`src/rtl/hazard_scoreboard.sv`:
```
// Register-pipeline hazard scoreboard: per-GPR pending/Tnew/age tracking, stall and forwarding select.
// Optional multiply/divide busy tracking is built only when macro HAZ_MD_EN is defined.
module hazard_scoreboard #(
  parameter int NREG    = 32,
  parameter int RW      = 5,
  parameter int TW      = 2,
  parameter int MUL_CYC = 5,
  parameter int DIV_CYC = 10
) (
  input  logic          clk,
  input  logic          reset,
  input  logic          valid_D,
  input  logic [RW-1:0] rs_D,
  input  logic [RW-1:0] rt_D,
  input  logic          use_rs_D,
  input  logic          use_rt_D,
  input  logic [TW-1:0] tuse_rs_D,
  input  logic [TW-1:0] tuse_rt_D,
  input  logic          we_D,
  input  logic [RW-1:0] wa_D,
  input  logic [TW-1:0] tnew_D,
  input  logic          md_D,
  input  logic          md_start_E,
  input  logic          md_div_E,
  output logic          stall,
  output logic [1:0]    fwd_rs_sel,
  output logic [1:0]    fwd_rt_sel,
  output logic          md_busy
);

  logic [NREG-1:0] pend_r;
  logic [TW-1:0]   tnew_r [NREG];
  logic [1:0]      age_r  [NREG];

  logic issue_s;
  logic rs_pend_s;
  logic rt_pend_s;
  logic haz_rs_s;
  logic haz_rt_s;
  logic md_stall_s;

  assign issue_s = valid_D && !stall && we_D && (wa_D != {RW{1'b0}});

  // Scoreboard entries: load on issue (wins over retirement), otherwise age and retire after W.
  always_ff @(posedge clk or posedge reset) begin
    if (reset) begin
      for (int i = 0; i < NREG; i++) begin
        pend_r[i] <= 1'b0;
        tnew_r[i] <= {TW{1'b0}};
        age_r[i]  <= 2'd0;
      end
    end else begin
      for (int i = 0; i < NREG; i++) begin
        if (i == 0) begin
          pend_r[i] <= 1'b0;
          tnew_r[i] <= {TW{1'b0}};
          age_r[i]  <= 2'd0;
        end else if (issue_s && (wa_D == RW'(i))) begin
          pend_r[i] <= 1'b1;
          tnew_r[i] <= tnew_D;
          age_r[i]  <= 2'd0;
        end else if (pend_r[i]) begin
          if (age_r[i] == 2'd2) begin
            pend_r[i] <= 1'b0;
            age_r[i]  <= 2'd0;
          end else begin
            age_r[i]  <= age_r[i] + 2'd1;
          end
          if (tnew_r[i] != {TW{1'b0}}) begin
            tnew_r[i] <= tnew_r[i] - {{(TW-1){1'b0}}, 1'b1};
          end
        end
      end
    end
  end

  assign rs_pend_s = (rs_D != {RW{1'b0}}) && pend_r[rs_D];
  assign rt_pend_s = (rt_D != {RW{1'b0}}) && pend_r[rt_D];
  assign haz_rs_s  = valid_D && use_rs_D && rs_pend_s && (tuse_rs_D < tnew_r[rs_D]);
  assign haz_rt_s  = valid_D && use_rt_D && rt_pend_s && (tuse_rt_D < tnew_r[rt_D]);

`ifdef HAZ_MD_EN
  localparam int MAXC = (DIV_CYC > MUL_CYC) ? DIV_CYC : MUL_CYC;
  localparam int CW   = $clog2(MAXC + 1);

  logic [CW-1:0] md_cnt_r;

  // Busy countdown; a new start always reloads, even mid-operation.
  always_ff @(posedge clk or posedge reset) begin
    if (reset) begin
      md_cnt_r <= {CW{1'b0}};
    end else if (md_start_E) begin
      md_cnt_r <= md_div_E ? CW'(DIV_CYC) : CW'(MUL_CYC);
    end else if (md_cnt_r != {CW{1'b0}}) begin
      md_cnt_r <= md_cnt_r - {{(CW-1){1'b0}}, 1'b1};
    end
  end

  assign md_busy    = md_start_E || (md_cnt_r != {CW{1'b0}});
  assign md_stall_s = valid_D && md_D && md_busy;
`else
  logic unused_md_s;
  assign unused_md_s = ^{md_D, md_start_E, md_div_E};
  assign md_busy     = 1'b0;
  assign md_stall_s  = 1'b0;
`endif

  // Stall and forwarding selects; forced quiet while reset is held.
  always_comb begin
    stall      = 1'b0;
    fwd_rs_sel = 2'd0;
    fwd_rt_sel = 2'd0;
    if (reset) begin
      stall      = 1'b0;
      fwd_rs_sel = 2'd0;
      fwd_rt_sel = 2'd0;
    end else begin
      stall = haz_rs_s || haz_rt_s || md_stall_s;
      if (rs_pend_s) begin
        fwd_rs_sel = age_r[rs_D] + 2'd1;
      end else begin
        fwd_rs_sel = 2'd0;
      end
      if (rt_pend_s) begin
        fwd_rt_sel = age_r[rt_D] + 2'd1;
      end else begin
        fwd_rt_sel = 2'd0;
      end
    end
  end

endmodule

```
`config.mk`:
```
export PLATFORM = sky130hd
export DESIGN_NAME = hazard_scoreboard
export DESIGN_NICKNAME = d
export VERILOG_FILES = /design/src/rtl/hazard_scoreboard.sv
export SDC_FILE = /design/constraint.sdc
export NUM_CORES = 1
export LEC_CHECK = 0
export CAP_MARGIN = 20
export CORE_UTILIZATION = 63
export DETAILED_ROUTE_END_ITERATION = 8
export PLACE_DENSITY_LB_ADDON = 0.12
export SETUP_SLACK_MARGIN = 0.3
export SLEW_MARGIN = 5
export SYNTH_ARGS = -nofsm -noshare
export SYNTH_HDL_FRONTEND = slang
export SYNTH_SLANG_ARGS = --single-unit
```
`constraint.sdc`:
```
create_clock -name clk -period 7.65 [get_ports clk]
set_input_delay 1.53 -clock clk [delete_from_list [all_inputs] [get_ports clk]]
set_output_delay 1.53 -clock clk [all_outputs]
set_load 0.02 [all_outputs]
```
[Word level (Yosys, flattened, before mapping)]
Cells that the tools add are included.
Storage, ports and cells
  register bits after elaboration: 155
  bits of input ports: 30
  output and inout port bits: 6
  word-level logic and storage cells: 668
Operators by class
  add/subtract/negate cells: 64
  magnitude comparators: 6
  eq/ne operators: 62
  mux-type cells: 300
  bitwise gates (word level): 2
  reduce and logical (&&, ||, !) cells: 171
Operators by type and width (count)
  two-way mux 2 bit: 198
  nonzero test 2 bit: 93
  two-way mux 1 bit: 96
  == test 5 bit, second input constant: 16
  adder 2 x 1 -> 2 bit, second input constant: 33
  == test 2 bit, second input constant: 31
  AND reduction 2 bit: 31
  subtractor 2 x 1 -> 2 bit, second input constant: 31
  logical AND 1 bit: 42
  binary-select mux 2 bit (select 5 bit): 4
  == test 5 x 4 -> 1 bit, second input constant: 8
  == test 5 x 3 -> 1 bit, second input constant: 4
  nonzero test 5 bit: 3
  >= comparator 6 bit, second input constant: 2
  less-than comparator 5 x 6 -> 1 bit, second input constant: 2
  NOT 5 -> 6 bit: 2
  binary-select mux 1 bit (select 5 bit): 2
  == test 5 x 2 -> 1 bit, second input constant: 2
  == test 5 x 1 -> 1 bit, second input constant: 1
  less-than comparator 2 bit: 2
  zero test 1 bit: 1
  logical OR 1 bit: 1

[Logic depth before layout (Yosys ltp)]
Gate-level depths: netlist of the first run.
  depth after elaboration: 15
  gate-level depth with buffers: 18
  depth with buffers taken out: 12

[Worst setup path before layout of the first run]
OpenSTA, ideal clock, no wires.
  path type: input port to output port
  start point: input rt_D[0]
  end point: output stall
  arrival: 5.050 ns
  required time: 6.120 ns
  setup slack: 1.070 ns
  stages: 12
  buffers on the path: 5
  path through: clkbuf_1 buf_2 buf_1 buf_2 mux4_2 mux4_2 mux2i_1 ha_1 a211oi_1 o21ai_1 o32ai_2 buf_4
Between the ends
  word-level cells in the longest chain between the ends: 8
  elaborated cells on any way between the ends: 13
  classes of those cells: order compare (1); mux (6); bitwise (1); reduce/logical (5)
RTL lines
  start, declared: RTL line 14  | input logic [RW-1:0] rt_D,
  NOT 5 -> 6 bit (implied by the code): RTL line 80  | assign haz_rt_s = valid_D && use_rt_D && rt_pend_s && (tuse_rt_D < tnew_r[rt_D]);
  binary-select mux 2 bit (select 5 bit): RTL line 80
  two-way mux 2 bit (implied by the code) (2 in series): RTL line 80
  less-than comparator 2 bit: RTL line 80
  logical AND 1 bit *: RTL line 80
  logical OR 1 bit *: RTL line 118  | stall = haz_rs_s || haz_rt_s || md_stall_s;
  two-way mux 1 bit *: RTL line 113  | if (reset) begin
  end, declared: RTL line 25  | output logic stall,
Mark *: on every way between the ends. The rest lies on a longest branch, timed or not. The select of a mux whose other input is x is not followed.

[Worst setup path in the final report of the first run]
  start point: input rs_D[0]
  end point: output stall
Between the ends
  word-level cells in the longest chain between the ends: 8
  elaborated cells on any way between the ends: 13
  classes of those cells: order compare (1); mux (6); bitwise (1); reduce/logical (5)
RTL lines
  start, declared: RTL line 13  | input logic [RW-1:0] rs_D,
  NOT 5 -> 6 bit (implied by the code): RTL line 79  | assign haz_rs_s = valid_D && use_rs_D && rs_pend_s && (tuse_rs_D < tnew_r[rs_D]);
  binary-select mux 2 bit (select 5 bit): RTL line 79
  two-way mux 2 bit (implied by the code) (2 in series): RTL line 79
  less-than comparator 2 bit: RTL line 79
  logical AND 1 bit *: RTL line 79
  logical OR 1 bit *: RTL line 118
  two-way mux 1 bit *: RTL line 113
Marked as above.

==> flow_metrics.tcl, run 1 <==
set metrics [dict create \
    p_comb_share_pct 37.9 \
    worst_slew_pin_slew_ns 0.9807 \
    start_util_pct 64.31 \
    area_delta_synth_final_pct 9.773 \
    synth_xor_area_share_pct 2.710 \
    ys_warn_count 0 \
    finalCriticalPeriod_ns 6.646 \
    syn_area_um2 10660 \
    cts_resized 0 \
    track_usage_pct 32.22 \
    die_w_um 132.1 \
    fin_skew_ns 0.01261 \
    drv_cap 0 \
    slew_headroom_pct 34.62 \
    grt_pass1_vias 7671 \
    root_buffer "clkbuf_16" \
    finalInstanceArea_um2 11710 \
    p_seq_share_pct 41.6 \
    crit_path_max_fanout 31 \
    slew_viol_final 0 \
    antennaDiodeCount 0 \
    p_switching_mw 1.417 \
    clock_sinks 155 \
    placed_area_um2 11150 \
    startpoint_type "input port" \
    crit_arrival_ns 5.12 \
    critical_path_required_ns 6.12 \
    clk_pin_slew_ns 0.06 \
    clock_latency_ns 0.44 \
    total_power_mw 3.930 \
    muxShareOfSynthArea_pct 29.66 \
    ir_drop_mv 0.2044 \
    cts_max_level 4 \
    io_buffers 31 \
    synth-main-ff-cell "dfrtp_1" \
    synth_top_family_by_area "multiplexers" \
    p_int_mw 2.513 \
    clkPwrFrac_pct 20.6 \
    status "finished clean" \
    hold_violations 0 \
    overflow 0 \
    grt_start_max_net_pins 89 \
    gp_congestion 0.9000 \
    yosysSeqAreaShare_pct 36.37 \
    timing.final.crit_share_pct 86.87 \
    p_leak_nw 5.038 \
    final_util_pct 70.59 \
    finalWirelength_mm 26.38 \
    grt_pass1_wl_mm 42.03 \
    hpwl_mm 18.44 \
    setup_violations 0 \
    drc 0 \
    antenna_found_initial 0 \
    viasPerCell 6.333 \
    wl_per_cell_um 21.39 \
    dieArea_um2 17450 \
    drive_above_1_share_pct 23.59 \
    postCtsSetupRepairBufs 0 \
    swShare_pct 36.06 \
    async_flop_share_pct 100.0 \
    drt_first_pass_iters 5 \
    fmax_mhz 150.5 \
    worst_hold_path_type "reg -> reg" \
    hold_buffers 0 \
    ios 36 \
    cts_tree "done" \
    clock_path_buffers 2 \
    synth_nets 1038 \
    dr_total_vias 7808 \
    coreArea_um2 16580 \
    ant_nets 0 \
    syn_inst 975 \
    powerDensity_nw_per_um2 335.8 \
    synth_area_per_cell_um2 10.94 \
    crit_type "in -> out" \
    cts_made_buffers 17 \
    synth_compound_area_share_pct 7.052 \
    rsz0062_at_grt "false" \
    synthAdderAreaFrac_pct 3.872 \
    die_h_um 132.1 \
    synth_edf_count 0 \
    synth_cell_types 53 \
    ys_ff_latch 155 \
    finalSetupTns_ns 0 \
    cp-end-kind "primary output" \
    final_nets 1063 \
    synth-simple-area-share_pct 15.72 \
    row_count 47 \
    drtIter0Drc 720 \
]
## power groups by stage
stage | sequential, mW | combinational (mW) | clock (mW)
3_3_place_gp | 1.61 | 1.40 | 0
4_1_cts | 1.62 | 1.49 | 0.821
5_1_grt | 1.69 | 1.68 | 0.850
2_1_floorplan | 1.46 | 1.22 | 0
6_report | 1.63 | 1.49 | 0.808
3_5_place_dp | 1.63 | 1.47 | 0
## flip-flops by register name, summed over array words and instances, names as in the netlist
| name | cells |
|---|---|
| tnew_r | 62 |
| pend_r | 31 |
| age_r | 62 |
## kinds of logic after synthesis
logic type,Yosys count
AOI/OAI and AO/OA,122
DFF,155
other,1
buffers and inverters,118
adders and majority gates,33
xor gates and xnor gates,33
and+or+nand+nor,302
muxes,211
## worst paths after layout
check / start / endpoint / slack (ns) / depth (start not counted)
max: rs_D[0] / stall / 1.00 / 9
min: age_r[4] / pend_r[29] / 0.60 / 2
max reg2reg: tnew_r[41] / tnew_r[37] / 3.78 / 10
min reg2reg: age_r[4] / pend_r[29] / 0.60 / 2
max in group asynchronous: reset / tnew_r[16] / 4.52 / 3
min in group asynchronous: reset / pend_r[5] / 1.74 / 2
## critical path, cell delays in order
cell and delay [ns]:
buf_2 0.73, mux4_2 0.61, mux4_2 0.51, mux2i_1 0.16
ha_1 0.29, a41oi_1 0.24, o311ai_1 0.17, o32ai_4 0.18
clkdlybuf4s50_1 0.66
## cells in the mapped netlist, types with 15 or more instances
cell / number / area, µm²
nor2_1: 67 / 251.5
dfrtp_1: 155 / 3879
xnor2_1: 33 / 289.0
a21o_1: 17 / 127.6
buf_2: 15 / 75.07
nor3_2: 16 / 160.2
nand2_1: 68 / 255.2
o21ai_0: 69 / 345.3
mux2_2: 89 / 1002
inv_1: 81 / 304.0
and2_1: 30 / 187.7
nand2b_1: 57 / 356.6
mux4_2: 75 / 1689
nand3_1: 21 / 105.1
ha_1: 33 / 412.9
mux2i_1: 46 / 460.4
## through the flow
stage / hold WS [ns] / std cells / setup WS (ns)
after global placement: 0.5702 / 1201 / 1.065
final: 0.6018 / 1233 / 1.004
after floorplan: 0.5410 / 975 / 1.070
after detailed placement: 0.5912 / 1201 / 1.022
after global routing: 0.6377 / 1233 / 0.8976
after CTS: 0.6013 / 1233 / 1.027
## final cells by class
class,instances,area [µm²]
clock buffer,23,467.9
clock inverter,9,90.09
fill,1256,4877
inverter,82,312.8
multi-input combinational,702,6309
sequential,155,3879
tap,220,275.3
timing repair buffer,42,372.9
## metal layers
| metal | track usage (%) | routed length, µm | part of all wire [%] |
|---|---|---|---|
| met4 | 11.30 | 701 | 2.7 |
| met1 | 45.21 | 11590 | 44 |
| met3 | 7.420 | 2067 | 7.8 |
| met5 | 0 | 0 | 0 |
| met2 | 49.56 | 12020 | 46 |
## cell usage in the layout, fill, tap and decap left out, drive strengths merged, types with 3 or more instances in the layout
master           n
clkbuf          23
nor2b            6
inv             82
o2111ai          3
clkdlybuf4s50   27
nand2b          57
xnor2           33
nor3            17
o21ai           70
a21oi           10
buf             15
nand3           21
mux4            75
nand3b          12
clkinvlp         5
a21o            17
mux2            90
or3             16
a211oi           4
dfrtp          155
nand2           68
clkinv           3
and2            30
a22oi            3
mux2i           46
ha              33
nor2            67
(Power assumes the default switching activity.)
==> run 2, diff against run 1 <==
- SETUP_SLACK_MARGIN: 0.3 -> 0.5
==> results of run 2 <==
No change in the layout: final DEF, timing and power equal those of run 1.
